<file path="src/rtl/mem_stage_sequencer.sv">
// MEM-stage sequencer for a 16-bit asynchronous SRAM.
// Each 32-bit load/store becomes two half-word accesses (low half, then high half).
// Each half-word access lasts ACCESS_CYCLES clocks.
// The pipeline is frozen until the access finishes. In the single DONE cycle,
// freeze is released so that MEM/WB captures rdata.
module mem_stage_sequencer #(
  parameter int ACCESS_CYCLES = 2,
  parameter int SRAM_AW       = 18
) (
  input  logic               clk,
  input  logic               rst,
  input  logic               mem_r_en,
  input  logic               mem_w_en,
  input  logic [31:0]        addr,
  input  logic [31:0]        wdata,
  output logic [31:0]        rdata,
  output logic               freeze,
  output logic [SRAM_AW-1:0] sram_addr,
  output logic [15:0]        sram_dq_out,
  input  logic [15:0]        sram_dq_in,
  output logic               sram_we_n,
  output logic               sram_oe_n,
  output logic [31:0]        stall_count
);

  typedef enum logic [1:0] {
    IDLE = 2'd0,
    LO   = 2'd1,
    HI   = 2'd2,
    DONE = 2'd3
  } state_t;

  localparam logic [3:0] LAST_CNT = 4'(ACCESS_CYCLES - 1);

  state_t               state_r, state_s;
  logic [3:0]           cnt_r, cnt_s;
  logic                 op_wr_r, op_wr_s;
  logic [SRAM_AW-2:0]   word_r, word_s;
  logic [31:0]          wdata_r, wdata_s;
  logic [31:0]          rdata_r, rdata_s;
  logic [SRAM_AW-1:0]   sram_addr_r, sram_addr_s;
  logic [15:0]          dq_out_r, dq_out_s;
  logic                 we_n_r, we_n_s;
  logic                 oe_n_r, oe_n_s;
  logic [31:0]          stall_cnt_r, stall_cnt_s;
  logic                 req_s;
  logic                 last_s;
  logic                 freeze_s;
  logic                 unused_addr_s;

  // Only the word index of the byte address reaches the SRAM.
  assign unused_addr_s = ^{addr[31:SRAM_AW+1], addr[1:0]};

  assign req_s    = mem_r_en | mem_w_en;
  assign last_s   = (cnt_r == LAST_CNT);
  assign freeze_s = req_s & (state_r != DONE) & ~rst;

  // Next-state logic: the operation is latched in IDLE, then the counter paces LO and HI.
  always_comb begin
    state_s = state_r;
    cnt_s   = cnt_r;
    op_wr_s = op_wr_r;
    word_s  = word_r;
    wdata_s = wdata_r;
    case (state_r)
      IDLE: begin
        if (req_s) begin
          state_s = LO;
          cnt_s   = 4'd0;
          op_wr_s = mem_w_en;
          word_s  = addr[SRAM_AW:2];
          wdata_s = wdata;
        end else begin
          state_s = IDLE;
        end
      end
      LO: begin
        if (last_s) begin
          state_s = HI;
          cnt_s   = 4'd0;
        end else begin
          cnt_s = cnt_r + 4'd1;
        end
      end
      HI: begin
        if (last_s) begin
          state_s = DONE;
          cnt_s   = 4'd0;
        end else begin
          cnt_s = cnt_r + 4'd1;
        end
      end
      DONE: begin
        state_s = IDLE;
        cnt_s   = 4'd0;
      end
      default: begin
        state_s = IDLE;
        cnt_s   = 4'd0;
      end
    endcase
  end

  // SRAM pin values for the coming state, plus half-word capture into rdata on the last clock of each half.
  always_comb begin
    sram_addr_s = sram_addr_r;
    dq_out_s    = dq_out_r;
    we_n_s      = 1'b1;
    oe_n_s      = 1'b1;
    rdata_s     = rdata_r;
    case (state_s)
      LO: begin
        sram_addr_s = {word_s, 1'b0};
        dq_out_s    = wdata_s[15:0];
        we_n_s      = ~op_wr_s;
        oe_n_s      = op_wr_s;
      end
      HI: begin
        sram_addr_s = {word_s, 1'b1};
        dq_out_s    = wdata_s[31:16];
        we_n_s      = ~op_wr_s;
        oe_n_s      = op_wr_s;
      end
      default: begin
        we_n_s = 1'b1;
        oe_n_s = 1'b1;
      end
    endcase
    if ((state_r == LO) && last_s && !op_wr_r) begin
      rdata_s[15:0] = sram_dq_in;
    end else if ((state_r == HI) && last_s && !op_wr_r) begin
      rdata_s[31:16] = sram_dq_in;
    end else begin
      rdata_s = rdata_r;
    end
  end

  // Stall counter: increments while frozen and saturates at all-ones instead of wrapping.
  always_comb begin
    if (freeze_s) begin
      if (stall_cnt_r == 32'hFFFF_FFFF) begin
        stall_cnt_s = stall_cnt_r;
      end else begin
        stall_cnt_s = stall_cnt_r + 32'd1;
      end
    end else begin
      stall_cnt_s = stall_cnt_r;
    end
  end

  // Sequencer state registers. Reset abandons any access in flight.
  always_ff @(posedge clk) begin
    if (rst) begin
      state_r <= IDLE;
      cnt_r   <= 4'd0;
      op_wr_r <= 1'b0;
      word_r  <= {(SRAM_AW-1){1'b0}};
      wdata_r <= 32'd0;
    end else begin
      state_r <= state_s;
      cnt_r   <= cnt_s;
      op_wr_r <= op_wr_s;
      word_r  <= word_s;
      wdata_r <= wdata_s;
    end
  end

  // Registered SRAM pins and load data. The strobes return high on the reset edge.
  always_ff @(posedge clk) begin
    if (rst) begin
      sram_addr_r <= {SRAM_AW{1'b0}};
      dq_out_r    <= 16'd0;
      we_n_r      <= 1'b1;
      oe_n_r      <= 1'b1;
      rdata_r     <= 32'd0;
    end else begin
      sram_addr_r <= sram_addr_s;
      dq_out_r    <= dq_out_s;
      we_n_r      <= we_n_s;
      oe_n_r      <= oe_n_s;
      rdata_r     <= rdata_s;
    end
  end

  // Stall counter register.
  always_ff @(posedge clk) begin
    if (rst) begin
      stall_cnt_r <= 32'd0;
    end else begin
      stall_cnt_r <= stall_cnt_s;
    end
  end

  assign rdata       = rdata_r;
  assign freeze      = freeze_s;
  assign sram_addr   = sram_addr_r;
  assign sram_dq_out = dq_out_r;
  assign sram_we_n   = we_n_r;
  assign sram_oe_n   = oe_n_r;
  assign stall_count = stall_cnt_r;

endmodule

</file>
<file path="config.mk">
export PLATFORM = sky130hd
export DESIGN_NAME = mem_stage_sequencer
export DESIGN_NICKNAME = d
export VERILOG_FILES = /design/src/rtl/mem_stage_sequencer.sv
export SDC_FILE = /design/constraint.sdc
export NUM_CORES = 1
export LEC_CHECK = 0
export ABC_AREA = 1
export BUFFER_PORTS_ARGS = -buffer_cell sky130_fd_sc_hd__buf_4
export CAP_MARGIN = 10
export CORE_ASPECT_RATIO = 1.25
export CORE_MARGIN = 5
export CORE_UTILIZATION = 45
export CTS_CLUSTER_DIAMETER = 80
export DETAILED_ROUTE_END_ITERATION = 10
export GPL_ROUTABILITY_DRIVEN = 0
export HOLD_SLACK_MARGIN = 0.15
export PLACE_DENSITY = 0.7
export REMOVE_ABC_BUFFERS = 1
export SYNTH_ARGS = -nofsm -noshare
export SYNTH_HDL_FRONTEND = slang
export SYNTH_SLANG_ARGS = --single-unit
</file>
<file path="constraint.sdc">
create_clock -name clk -period 3.2 [get_ports clk]
set_clock_uncertainty 0.15 [all_clocks]
set_input_delay 0 -clock clk [delete_from_list [all_inputs] [get_ports clk]]
set_output_delay 0 -clock clk [all_outputs]
set_load 0.05 [all_outputs]
</file>
==> Yosys cells after proc, flatten, opt, wreduce, memory -nomap -nowiden <==
Cells that the tools add are included.
{ "totals": {"in_bits": 84, "regBits": 156, "output_inout_bits": 101, "word_cells": 58} }
{ "classes": {"n_eq_ne": 9, "muxes": 15, "n_reduce_logical": 12, "n_addsub": 2, "n_bitwise": 8} }
{ "op_table": {"columns": ["cell", "count"], "rows": [
  ["$mux 32", 2],
  ["$pmux 18 s2", 1],
  ["$mux 17", 2],
  ["$add 32x1->32 const B", 1],
  ["$eq 32x32->1 const B", 1],
  ["$pmux 16 s2", 1],
  ["$pmux 4 s3", 1],
  ["$mux 4", 2],
  ["$pmux 2 s4", 1],
  ["$eq 2x2->1 const B", 3],
  ["$reduce_or 2->1", 3],
  ["$not 1->1", 5],
  ["$add 4x1->4 const B", 1],
  ["$eq 2x1->1 const B", 2],
  ["$eq 4x1->1 const B", 1],
  ["$logic_and 1x1->1", 4],
  ["$mux 2", 2],
  ["$ne 2x2->1 const B", 2],
  ["$reduce_and 2->1", 2],
  ["$mux 1", 3],
  ["$and 1x1->1", 2],
  ["$logic_not 2->1", 1],
  ["$reduce_bool 2->1", 1],
  ["$logic_not 1->1", 1],
  ["$or 1x1->1", 1]
]} }

==> Logic depth before layout (Yosys ltp) <==
Gate-level depths: netlist of run 1.
{ "logic_depth": {"depth_word": 7, "ltp_mapped": 15, "depth_no_buf": 15} }

==> Worst setup path before layout of run 1 <==
Ideal clock, no wire load.
{ "synth_timing": {"path_kind": "reg-to-reg", "start": "register cnt_r[0]", "end": "register dq_out_r[2] (netlist: sram_dq_out[2])", "t_required_ns": 2.988, "path_buffers": 2, "arrival_time_ns": 2.228, "slack_ns": 0.759, "synth_period_minus_slack_ns": 2.441, "setup_time_ns": 0.062, "path_stages_with_launch": 14, "path_cell_list": "dfxtp_1 -> ha_1 -> nand2_1 -> nor2_2 -> inv_1 -> nand2_1 -> nand2_1 -> a22oi_1 -> ha_1 -> clkbuf_1 -> nor2_1 -> clkbuf_1 -> nand4_1 -> nand3_1"} }
{ "synth_between": {"elab_chain_len": 5, "word_cells_on_any_way": 8, "cone_classes": "3 x eq/ne; 4 x mux; 1 x reduce/logical"} }
{ "synth_rtl": {"columns": ["item", "line", "source"], "rows": [
  ["start: declaration", "36", "logic [3:0] cnt_r, cnt_s;"],
  ["start signal: assignment", "161", "cnt_r <= cnt_s;"],
  ["$eq 4x1->1 *", "55", "assign last_s = (cnt_r == LAST_CNT);"],
  ["$mux 2 (on tied branches)", "86, 78", null],
  ["$pmux 2 s4 *", "65", "case (state_r)"],
  ["$eq 2x2->1 or $eq 2x1->1 (tied branches)", "111", "case (state_s)"],
  ["$pmux 16 s2 or $reduce_bool 2->1 (tied branches)", null, null],
  ["end signal: assignment", "178", "dq_out_r <= dq_out_s;"],
  ["end: declaration", "42", "logic [15:0] dq_out_r, dq_out_s;"]
]} }
Every way passes the cells marked *; elsewhere a longest branch is shown, timed or not.
A chain may end at the register's enable or synchronous reset.

==> Worst setup path in the final report of run 1 <==
{ "layout_timing": {"start": "input mem_w_en", "end": "register dq_out_r[10] (netlist: sram_dq_out[10])"} }
{ "layout_between": {"elab_chain_len": 5, "word_cells_on_any_way": 9, "cone_classes": "2 x eq/ne; 5 x mux; 1 x bitwise; 1 x reduce/logical"} }
{ "layout_rtl": {"columns": ["item", "line", "source"], "rows": [
  ["start: declaration", "13", "input logic mem_w_en,"],
  ["$or 1x1->1 *", "54", "assign req_s = mem_r_en | mem_w_en;"],
  ["$mux 1", "67", "if (req_s) begin"],
  ["$pmux 2 s4", "65", null],
  ["$eq 2x2->1 or $eq 2x1->1 (tied branches)", "111", null],
  ["$pmux 16 s2 or $reduce_bool 2->1 (tied branches)", null, null]
]} }
Marked as above.

==> results of run 1 <==
[worst max-delay path: stages]
cell,delay [ps]
sky130_fd_sc_hd__dlygate4sd3_1,560
sky130_fd_sc_hd__buf_4,150
sky130_fd_sc_hd__inv_1,40
sky130_fd_sc_hd__nand2_1,90
sky130_fd_sc_hd__dlygate4sd3_1,590
sky130_fd_sc_hd__a22oi_1,240
sky130_fd_sc_hd__ha_1,300
sky130_fd_sc_hd__buf_4,220
sky130_fd_sc_hd__nor2_1,120
sky130_fd_sc_hd__buf_4,220
sky130_fd_sc_hd__inv_1,80
sky130_fd_sc_hd__nor2_1,100
sky130_fd_sc_hd__o21ai_0,90
sky130_fd_sc_hd__inv_1,100
[cells by family (layout without fill, tap and decap cells)]
kind of cell / after synthesis / after routing
flip-flops: 156 / 156
adder cells (fa/ha/maj): 9 / 9
AO/OA/AOI/OAI: 113 / 113
multiplexers: 17 / 17
AND/OR/NAND/NOR: 473 / 473
XOR/XNOR: 3 / 3
buffers and inverters: 106 / 362
[sequential cells by signal, indices dropped and copies added (netlist names)]
register	count
rdata	32
sram_oe_n	1
op_wr_r	1
word_r	17
state_r	2
stall_count	32
cnt_r	4
sram_addr	18
sram_dq_out	16
sram_we_n	1
wdata_r	32
[cell type report]
type / instances / area, um2
fill: 1258 / 4966
sequential: 156 / 3123
multi-input combinational: 615 / 3070
timing repair buffer: 268 / 2230
clock buffer: 20 / 456.7
inverter: 62 / 234.0
tap: 178 / 222.7
clock inverter: 12 / 105.1
[routing by layer]
metal / vias to the layer above / track usage [%] / wire [um]
met5: - / 0 / 0
met4: 0 / 7.487 / 384
met3: 28 / 5.288 / 1052
met2: 198 / 35.70 / 9097
met1: 3007 / 25.95 / 7726
li1: 3365 / - / -
[worst min-delay path by stage]
stage / start / endpoint / slack, ps
floorplan: rst / stall_count[12] / -90
global placement: addr[2] / word_r[0] / 100
detailed placement: addr[16] / word_r[14] / 110
CTS: sram_dq_in[9] / rdata[25] / 220
global route: sram_dq_in[0] / rdata[16] / 260
finish: sram_dq_in[7] / rdata[23] / 250
[timing repair]
item | CTS | global route
hold buffers | 87 | 0
gates resized for setup | 0 | 0
hold endpoints to repair | 154 | 0
[through the flow]
step / instance area (um2) / instances / utilization, % / hold WS, ps
after floorplan: 6425 / 833 / - / -87.56
after global placement: 8009 / 1192 / 55.59 / 104.1
after detailed placement: 8009 / 1192 / 55.59 / 106.4
after CTS: 9442 / 1311 / 65.53 / 224.3
after global routing: 9442 / 1311 / 65.53 / 256.2
final: 9442 / 1311 / 65.53 / 247.0
[power groups by stage]
stage                     clock, uW  combinational, uW  sequential [uW]
after CTS                      1940                833             2110
final                          1910                834             2110
after global routing           2020                908             2120
after floorplan                   0                279             2340
after detailed placement          0                739             2150
after global placement            0                730             2150
[placed cells by master (no fill, tap or decap), types with 3 or more instances in the layout]
| cell type | count |
|---|---|
| sky130_fd_sc_hd__a31oi_1 | 3 |
| sky130_fd_sc_hd__dlygate4sd3_1 | 87 |
| sky130_fd_sc_hd__nand2_2 | 7 |
| sky130_fd_sc_hd__nor3_1 | 17 |
| sky130_fd_sc_hd__clkbuf_16 | 17 |
| sky130_fd_sc_hd__nor2_1 | 160 |
| sky130_fd_sc_hd__o21ai_0 | 62 |
| sky130_fd_sc_hd__nand3_1 | 87 |
| sky130_fd_sc_hd__or2_2 | 32 |
| sky130_fd_sc_hd__buf_4 | 181 |
| sky130_fd_sc_hd__nor2_2 | 9 |
| sky130_fd_sc_hd__ha_1 | 9 |
| sky130_fd_sc_hd__dfxtp_1 | 156 |
| sky130_fd_sc_hd__nand2_1 | 114 |
| sky130_fd_sc_hd__inv_1 | 59 |
| sky130_fd_sc_hd__mux2i_1 | 17 |
| sky130_fd_sc_hd__and3_1 | 14 |
| sky130_fd_sc_hd__nand4_1 | 26 |
| sky130_fd_sc_hd__xor2_1 | 3 |
| sky130_fd_sc_hd__a21oi_1 | 41 |
| sky130_fd_sc_hd__clkinv_4 | 6 |
| sky130_fd_sc_hd__nor2_4 | 3 |
==> PnR_summary.wiki, run 1 <==
{| class="wikitable"
! Metric !! Value
|-
| Buffers inserted during post-CTS setup optimization || 0
|-
| Number of antenna violations at the first check in global routing || 0
|-
| Final number of max-transition violations || 0
|-
| Die Y || 145.6 um
|-
| Result of the run || finished, final reports clean
|-
| Clock-pin slew on the worst setup and hold paths || 60 ps
|-
| Fmax achieved || 370.6 MHz
|-
| Number of nets with antenna violations after routing || 0
|-
| GRT Residual Overflow || 0
|-
| Largest net degree at the start of global routing || 69
|-
| Adder and majority cell fraction of the synthesized area || 1.700%
|-
| Most common cell in the netlist || sky130_fd_sc_hd__nor2_1
|-
| Clock buffer depth || 2
|-
| Total Die Area || 0.01726 mm2
|-
| Unrepaired setup endpoints after global routing || no
|-
| Count of nets after finishing || 1213
|-
| Count of maximum capacitance violations || 0
|-
| Number of cells on the worst hold path || 4
|-
| PD cells || 513.7 mW/mm2
|-
| Final worst slack || 502.0 ps
|-
| Synth Warn # || 0
|-
| Worst Path Required || 3410 ps
|-
| Final setup viols || 0
|-
| Share of the clock period used by the worst path after layout || 84.31%
|-
| XOR/XNOR Fraction of Synth Area || 0.3967%
|-
| Initial Utilization || 45.97%
|-
| Top post-synthesis cells by area || sky130_fd_sc_hd__dfxtp_1, sky130_fd_sc_hd__nor2_1, sky130_fd_sc_hd__nand3_1
|-
| Core Region || 0.01441 mm2
|-
| Cell accounting for the most synthesized area || sky130_fd_sc_hd__dfxtp_1
|-
| Endpoint of the worst register-to-register path || sram_addr[4]
|-
| Post-detailed-placement half-perimeter wirelength || 11610 um
|-
| Deepest level of the CTS H-tree || 4
|-
| Minimum clock period || 2698 ps
|-
| Leakage dissipation || 0.004126 uW
|-
| Synthesized area || 0.006624 mm2
|-
| Termination of the worst setup path || sram_dq_out[10]
|-
| Worst-skew pair later-pin latency || 410 ps
|-
| Post-detailed-route via-to-cell ratio || 5.033
|-
| Proportion of register bits with asynchronous set or reset after synthesis || 0%
|-
| Number of port buffers || 169
|-
| Number of global-route vias before repair || 6298
|-
| Number of top-level design ports || 185
|-
| Number of synthesized register bits || 156
|-
| Share of cell area taken by muxes after synthesis || 2.569%
|-
| Post-synthesis share of cell area spent on and, or, nand and nor gates || 32.77%
|-
| CTS tree || done
|-
| Average cell area after synthesis || 7.553 um2
|-
| Root Driver || sky130_fd_sc_hd__clkbuf_16
|-
| Depth of the most critical reg-to-reg path || 11
|-
| Endpoint class of the critical path || flip-flop
|-
| Launch point of the worst path || mem_w_en
|-
| Data arrival at the endpoint of the critical path || 2910 ps
|-
| Post-DR wirelength/cell || 13.93 um
|-
| Overall via count from detail_route || 6598
|-
| Drc violations || 0
|-
| Number of enable flip-flop cells after synthesis || 0
|-
| Commonest cells in the netlist || sky130_fd_sc_hd__nor2_1, sky130_fd_sc_hd__dfxtp_1, sky130_fd_sc_hd__nand2_1
|-
| Most used flip-flop cell after synthesis || sky130_fd_sc_hd__dfxtp_1
|-
| First-pass GRT wire length || 30590 um
|-
| Largest family of logic cells by synthesized area || simple AND/OR/NAND/NOR gates
|-
| Sum of negative setup slack || 0 ps
|-
| Share of layout cells above drive strength 1 || 23.74%
|-
| Crit Reg-Reg Startpoint || cnt_r[0]
|-
| Worst Setup Start Kind || primary input
|-
| Final Total Pwr || 4850 uW
|-
| Aggregate routed wire length || 18260 um
|-
| ANT cells || 0
|-
| Row Count || 49
|-
| Portion of synthesized cell area occupied by the leading cell type || 47.15%
|-
| First-pass iteration count of the detailed router || 5
|-
| Setup WS pre-CTS || 577.0 ps
|-
| CTS Sinks || 156
|-
| Worst-Margin Slew || 633.8 ps
|-
| Relative contribution of the clock network to total power || 39.3%
|-
| Slack of the worst reg-to-reg path || 580 ps
|-
| Library cells used by synthesis || 34
|-
| Cell count after synthesis || 877
|-
| Cell-internal power || 3452 uW
|-
| Switch Pwr || 1398 uW
|-
| Type of the worst setup path || in -> reg
|-
| Type of the most critical hold path || in -> reg
|-
| Portion of total power attributed to combinational logic || 17.2%
|-
| Seq/Total Area, Yosys || 47.15%
|-
| Worst-path maximum fanout || 18
|-
| Portion of total power attributed to sequential cells || 43.5%
|-
| Global-route usage over all layers || 21.08%
|-
| Share of total power consumed by net switching || 28.83%
|-
| Width of the die || 118.5 um
|-
| Violation count after the first detailed-routing iteration || 385
|-
| Layout overhead on the synthesized area || 42.54%
|-
| Synthesized-area fraction occupied by ao, oa, aoi and oai cells || 8.878%
|-
| Endpoints failing hold || 0
|-
| Number of buffers created by CTS || 17
|-
| Relative slew slack || 57.74%
|-
| Maximum vdd ir drop || 0.3566 mV
|}
No activity file was read; power rests on OpenSTA's default activity.
==> run 2: changes to the inputs <==
--- a/config.mk
+++ b/config.mk
@@ -15,7 +15,7 @@
 export DETAILED_ROUTE_END_ITERATION = 10
 export GPL_ROUTABILITY_DRIVEN = 0
 export HOLD_SLACK_MARGIN = 0.15
-export PLACE_DENSITY = 0.7
+export PLACE_DENSITY = 0.73
 export REMOVE_ABC_BUFFERS = 1
 export SYNTH_ARGS = -nofsm -noshare
 export SYNTH_HDL_FRONTEND = slang
==> constraint.sdc (replaced) <==
create_clock -name clk -period 2.31 [get_ports clk]
set_clock_uncertainty 0.15 [all_clocks]
set_input_delay 0 -clock clk [delete_from_list [all_inputs] [get_ports clk]]
set_output_delay 0 -clock clk [all_outputs]
set_load 0.05 [all_outputs]
==> PnR_summary.wiki, run 2 (same netlist as run 1, synthesis figures left out) <==
{| class="wikitable"
! Metric !! Value
|-
| Footprint of the multi-input gates || 0.003104 mm2
|-
| Endpoints failing hold || 0
|-
| Aggregate routed wire length || 19270 um
|-
| Leading cell type in the layout, fill and taps excluded || sky130_fd_sc_hd__buf_4
|-
| Number of port buffers || 169
|-
| Number of antenna violations at the first check in global routing || 0
|-
| Number of global-route vias before repair || 6408
|-
| ANT cells || 0
|-
| Post-detailed-route via-to-cell ratio || 5.088
|-
| Count of maximum capacitance violations || 0
|-
| Worst Path Required || 2510 ps
|-
| Layout overhead on the synthesized area || 45.30%
|-
| CTS tree || done
|-
| Clock-pin slew on the worst setup and hold paths || 70 ps
|-
| Width of the die || 118.5 um
|-
| Number of fill cells in the layout || 1175
|-
| Endpoint class of the critical path || flip-flop
|-
| Worst-skew pair later-pin latency || 420 ps
|-
| Result of the run || finished, final reports clean
|-
| Leakage dissipation || 0.004190 uW
|-
| Most frequent cells in the layout || sky130_fd_sc_hd__buf_4, sky130_fd_sc_hd__nor2_1, sky130_fd_sc_hd__dfxtp_1
|-
| Count of nets after finishing || 1224
|-
| Worst-path maximum fanout || 6
|-
| Total Die Area || 0.01726 mm2
|-
| Core Region || 0.01441 mm2
|-
| Final setup viols || 0
|-
| Final number of max-transition violations || 0
|-
| Sum of negative setup slack || 0 ps
|-
| Worst-Margin Slew || 528.3 ps
|-
| Global-route usage over all layers || 21.11%
|-
| Number of nets with antenna violations after routing || 0
|-
| Post-DR wirelength/cell || 14.58 um
|-
| Type of the worst setup path || reg -> reg
|-
| Worst Setup Start Kind || flip-flop
|-
| Share of the clock period used by the worst path after layout || 93.97%
|-
| Largest net degree at the start of global routing || 125
|-
| First-pass iteration count of the detailed router || 5
|-
| Relative slew slack || 64.78%
|-
| Register area || 0.003124 mm2
|-
| Type of the most critical hold path || in -> reg
|-
| PD cells || 717.2 mW/mm2
|-
| CTS Sinks || 156
|-
| Minimum clock period || 2171 ps
|-
| Initial Utilization || 45.97%
|-
| Number of top-level design ports || 185
|-
| Data arrival at the endpoint of the critical path || 2370 ps
|-
| Share of layout cells above drive strength 1 || 26.14%
|-
| Root Driver || sky130_fd_sc_hd__clkbuf_16
|-
| Unrepaired setup endpoints after global routing || yes
|-
| Number of buffers created by CTS || 17
|-
| GRT Residual Overflow || 0
|-
| Die Y || 145.6 um
|-
| Violation count after the first detailed-routing iteration || 382
|-
| Deepest level of the CTS H-tree || 4
|-
| First-pass GRT wire length || 30730 um
|-
| Row Count || 49
|-
| Clock buffer depth || 2
|-
| Fmax achieved || 460.7 MHz
|-
| Overall via count from detail_route || 6726
|-
| Drc violations || 0
|-
| Post-detailed-placement half-perimeter wirelength || 11960 um
|-
| Worst hold slack || 240.3 ps
|-
| Slack of the worst reg-to-reg path || 140 ps
|-
| Maximum vdd ir drop || 0.4873 mV
|}
[run 2: timing repair]
item | in CTS | in global routing
endpoints found under the setup margin | 3 | 18
hold buffers | 75 | 0
resized for setup | 2 | 8
buffers inserted | 1 | 5
pin swaps | 1 | 2
hold endpoints to repair | 129 | 0
gates cloned | 0 | 1
[run 2: area by class of cell]
| class | instances | share of cell area, % |
|---|---|---|
| clock buffers | 19 | 4.602 |
| clock inverters | 13 | 1.391 |
| inverters | 62 | 2.431 |
| multi-input cells | 615 | 32.25 |
| flip-flops and latches | 156 | 32.46 |
| well taps | 178 | 2.314 |
| repair buffers | 279 | 24.55 |
[run 2: report_power, final]
group	total (uW)	leakage [uW]	internal, uW	switching [uW]
clock network	2730	0.000273	1540	1200
logic	1240	0.00264	519	723
registers	2930	0.00128	2850	72.3
total	6900	0.00419	4910	1990
[run 2: worst paths after layout]
kind	startpoint	endpoint	cells after the start
worst max register to register	cnt_r[1]	sram_dq_out[10]	15
worst max-delay path	cnt_r[1]	sram_dq_out[10]	15
worst min register to register	rdata[15]	rdata[15]	2
worst min-delay path	addr[12]	word_r[10]	4
[run 2: through the flow]
step | total power, uW | cell area (um2) | utilization [%] | worst slack, ps | cells
floorplan | 3631 | 6425 | - | -747.8 | 833
CTS | 6879 | 9532 | 66.16 | 52.40 | 1316
global route | 7158 | 9624 | 66.80 | -62.55 | 1322
global placement | 4036 | 8192 | 56.86 | 64.57 | 1208
finish | 6903 | 9624 | 66.80 | 139.3 | 1322
detailed placement | 4048 | 8192 | 56.86 | 8.919 | 1208
[run 2: layer usage]
| layer | vias up | part of all wire, % | global-route usage, % |
|---|---|---|---|
| met5 | - | 0 | 0 |
| met4 | 0 | 1.9 | 6.410 |
| met3 | 31 | 5.6 | 4.938 |
| met2 | 229 | 52 | 37.44 |
| met1 | 3077 | 41 | 25.22 |
| li1 | 3389 | - | - |
[run 2: critical path: stages, from the launching register on]
cell	delay (ps)
sky130_fd_sc_hd__dfxtp_1	310
sky130_fd_sc_hd__inv_1	50
sky130_fd_sc_hd__ha_1	140
sky130_fd_sc_hd__nand2_1	60
sky130_fd_sc_hd__nor2_2	100
sky130_fd_sc_hd__inv_1	90
sky130_fd_sc_hd__nand2_1	60
sky130_fd_sc_hd__nand2_1	60
sky130_fd_sc_hd__a22oi_2	200
sky130_fd_sc_hd__ha_4	250
sky130_fd_sc_hd__nor2_1	100
sky130_fd_sc_hd__buf_4	160
sky130_fd_sc_hd__inv_1	60
sky130_fd_sc_hd__o21ai_1	130
sky130_fd_sc_hd__o21ai_1	90
sky130_fd_sc_hd__inv_1	110
==> run 3: changes to the inputs <==
--- a/config.mk
+++ b/config.mk
@@ -15,7 +15,7 @@
 export DETAILED_ROUTE_END_ITERATION = 10
 export GPL_ROUTABILITY_DRIVEN = 0
 export HOLD_SLACK_MARGIN = 0.15
-export PLACE_DENSITY = 0.73
+export PLACE_DENSITY = 0.7
 export REMOVE_ABC_BUFFERS = 1
 export SYNTH_ARGS = -nofsm -noshare
 export SYNTH_HDL_FRONTEND = slang
==> constraint.sdc (replaced) <==
create_clock -name clk -period 2.37 [get_ports clk]
set_clock_uncertainty 0.15 [all_clocks]
set_input_delay 0 -clock clk [delete_from_list [all_inputs] [get_ports clk]]
set_output_delay 0 -clock clk [all_outputs]
set_load 0.05 [all_outputs]
==> PnR_summary.wiki, run 3 (same netlist as run 1, synthesis figures left out) <==
{| class="wikitable"
! Metric !! Value
|-
| Result of the run || finished, final reports clean
|-
| Endpoint of the worst register-to-register path || word_r[5]
|-
| Leakage dissipation || 0.004273 uW
|-
| Number of fill cells in the layout || 1182
|-
| Portion of total power attributed to combinational logic || 17.4%
|-
| Endpoint class of the critical path || flip-flop
|-
| Minimum clock period || 2265 ps
|-
| Largest net degree at the start of global routing || 125
|-
| Count of nets after finishing || 1229
|-
| Number of nets with antenna violations after routing || 0
|-
| Post-route insts no fill || 1327
|-
| Deepest level of the CTS H-tree || 4
|-
| Total Die Area || 0.01726 mm2
|-
| Slowest cell on crit path || sky130_fd_sc_hd__dlygate4sd3_1
|-
| Layout overhead on the synthesized area || 47.24%
|-
| Worst-Margin Slew || 550.8 ps
|-
| Drc violations || 0
|-
| Sum of negative setup slack || 0 ps
|-
| Post-DR wirelength/cell || 14.05 um
|-
| Crit Reg-Reg Startpoint || state_r[0]
|-
| Share of layout cells above drive strength 1 || 25.41%
|-
| Type of the worst setup path || reg -> reg
|-
| Most frequent cells in the layout || sky130_fd_sc_hd__buf_4, sky130_fd_sc_hd__nor2_1, sky130_fd_sc_hd__dfxtp_1
|-
| Count of maximum capacitance violations || 0
|-
| Relative contribution of the clock network to total power || 41.5%
|-
| First-pass GRT wire length || 30590 um
|-
| Width of the die || 118.5 um
|-
| Worst-skew pair later-pin latency || 420 ps
|-
| Violation count after the first detailed-routing iteration || 324
|-
| Endpoints failing hold || 0
|-
| Switch Pwr || 1935 uW
|-
| Maximum vdd ir drop || 0.5018 mV
|-
| Stage delay of the slowest cell on the critical path || 580 ps
|-
| Type of the most critical hold path || in -> reg
|-
| Clock buffer depth || 2
|-
| Placed Instances || 1206
|-
| ANT cells || 0
|-
| Root Driver || sky130_fd_sc_hd__clkbuf_16
|-
| CTS tree || done
|-
| Global-route usage over all layers || 20.97%
|-
| Data arrival at the endpoint of the critical path || 2420 ps
|-
| GRT Residual Overflow || 0
|-
| Number of port buffers || 169
|-
| Worst hold slack || 236.3 ps
|-
| Number of cells on the worst hold path || 4
|-
| Final setup viols || 0
|-
| Number of buffers created by CTS || 17
|-
| Post-detailed-placement half-perimeter wirelength || 11910 um
|-
| End of the worst hold path || rdata[18]
|-
| Worst Setup Start Kind || flip-flop
|-
| Critical path, cell by cell || inv_1, ha_1, nand2_2, buf_12, mux2i_1, nor2_1, dlygate4sd3_1
|-
| Cell-internal power || 4988 uW
|-
| Depth of the most critical reg-to-reg path || 7
|-
| Final number of max-transition violations || 0
|-
| Post-detailed-route via-to-cell ratio || 5.057
|-
| Portion of total power attributed to sequential cells || 41.2%
|-
| Clock-pin slew on the worst setup and hold paths || 70 ps
|-
| Leading cell type in the layout, fill and taps excluded || sky130_fd_sc_hd__buf_4
|-
| Number of antenna violations at the first check in global routing || 0
|-
| Die Y || 145.6 um
|-
| Share of the clock period used by the worst path after layout || 95.57%
|-
| Slack of the worst reg-to-reg path || 100 ps
|-
| PD cells || 709.8 mW/mm2
|-
| Number of global-route vias before repair || 6409
|-
| Core Region || 0.01441 mm2
|-
| Relative slew slack || 63.28%
|-
| Overall via count from detail_route || 6711
|-
| Row Count || 49
|-
| First-pass iteration count of the detailed router || 6
|-
| Share of total power consumed by net switching || 27.95%
|-
| Number of top-level design ports || 185
|-
| Aggregate routed wire length || 18640 um
|-
| Worst-path maximum fanout || 13
|-
| CTS Sinks || 156
|-
| Initial Utilization || 45.97%
|-
| Worst Path Required || 2530 ps
|-
| Startpoint of the worst hold path || sram_dq_in[2]
|-
| Fmax achieved || 441.5 MHz
|}
==> run 3: worst max path at each step <==
stage	depth (start not counted)	endpoint	startpoint
finish	7	word_r[5]	state_r[0]
global route	14	sram_dq_out[14]	cnt_r[1]
CTS	12	sram_addr[4]	cnt_r[1]
detailed placement	12	sram_addr[8]	cnt_r[1]
global placement	15	sram_dq_out[14]	cnt_r[1]
floorplan	7	sram_dq_out[0]	state_r[0]
==> run 3: metrics by stage <==
| stage | worst slack, ps | utilization [%] | total power (uW) | cell area [um2] |
|---|---|---|---|---|
| 2_1_floorplan | -687.8 | - | 3539 | 6425 |
| 3_3_place_gp | 116.4 | 56.75 | 3923 | 8177 |
| 3_5_place_dp | 58.37 | 56.75 | 3936 | 8177 |
| 4_1_cts | 40.70 | 67.10 | 6941 | 9667 |
| 5_1_grt | -18.56 | 67.69 | 7197 | 9753 |
| 6_report | 104.9 | 67.69 | 6923 | 9753 |
==> run 3: repair_timing <==
action	CTS	global route
endpoints found under the hold margin	153	0
resized for setup	0	7
endpoints found under the setup margin	0	36
hold buffers	86	0
buffers inserted	0	1
==> run 3: power groups by stage <==
| stage | Sequential (uW) | Clock, uW | Combinational [uW] |
|---|---|---|---|
| 2_1_floorplan | 3160 | 0 | 377 |
| 3_3_place_gp | 2900 | 0 | 1020 |
| 3_5_place_dp | 2900 | 0 | 1030 |
| 4_1_cts | 2850 | 2930 | 1160 |
| 5_1_grt | 2860 | 3040 | 1300 |
| 6_report | 2850 | 2870 | 1200 |
==> run 3: routing by layer <==
layer,routed length [um],GRT usage [%],vias up
li1,-,-,3399
met1,7628,25.36,3079
met2,9572,36.35,200
met5,0,0,-
met4,372,7.601,0
met3,1069,4.743,33
==> run 3: layout make-up <==
| class | instances | area (um2) | area share, % |
|---|---|---|---|
| Sequential cell | 156 | 3123 | 32.02 |
| Multi-Input combinational cell | 615 | 3095 | 31.74 |
| Timing Repair Buffer | 284 | 2449 | 25.11 |
| Clock buffer | 17 | 425.4 | 4.362 |
| Inverter | 62 | 234.0 | 2.399 |
| Tap cell | 178 | 222.7 | 2.284 |
| Clock inverter | 15 | 203.9 | 2.091 |
==> run 3: critical path: cells and delay by family, from the launching register on <==
| kind | cells | cell delay (ps) |
|---|---|---|
| buffers and inverters | 3 | 870 |
| DFF | 1 | 360 |
| muxes | 1 | 270 |
| and+or+nand+nor | 2 | 260 |
| adders and majority gates | 1 | 250 |
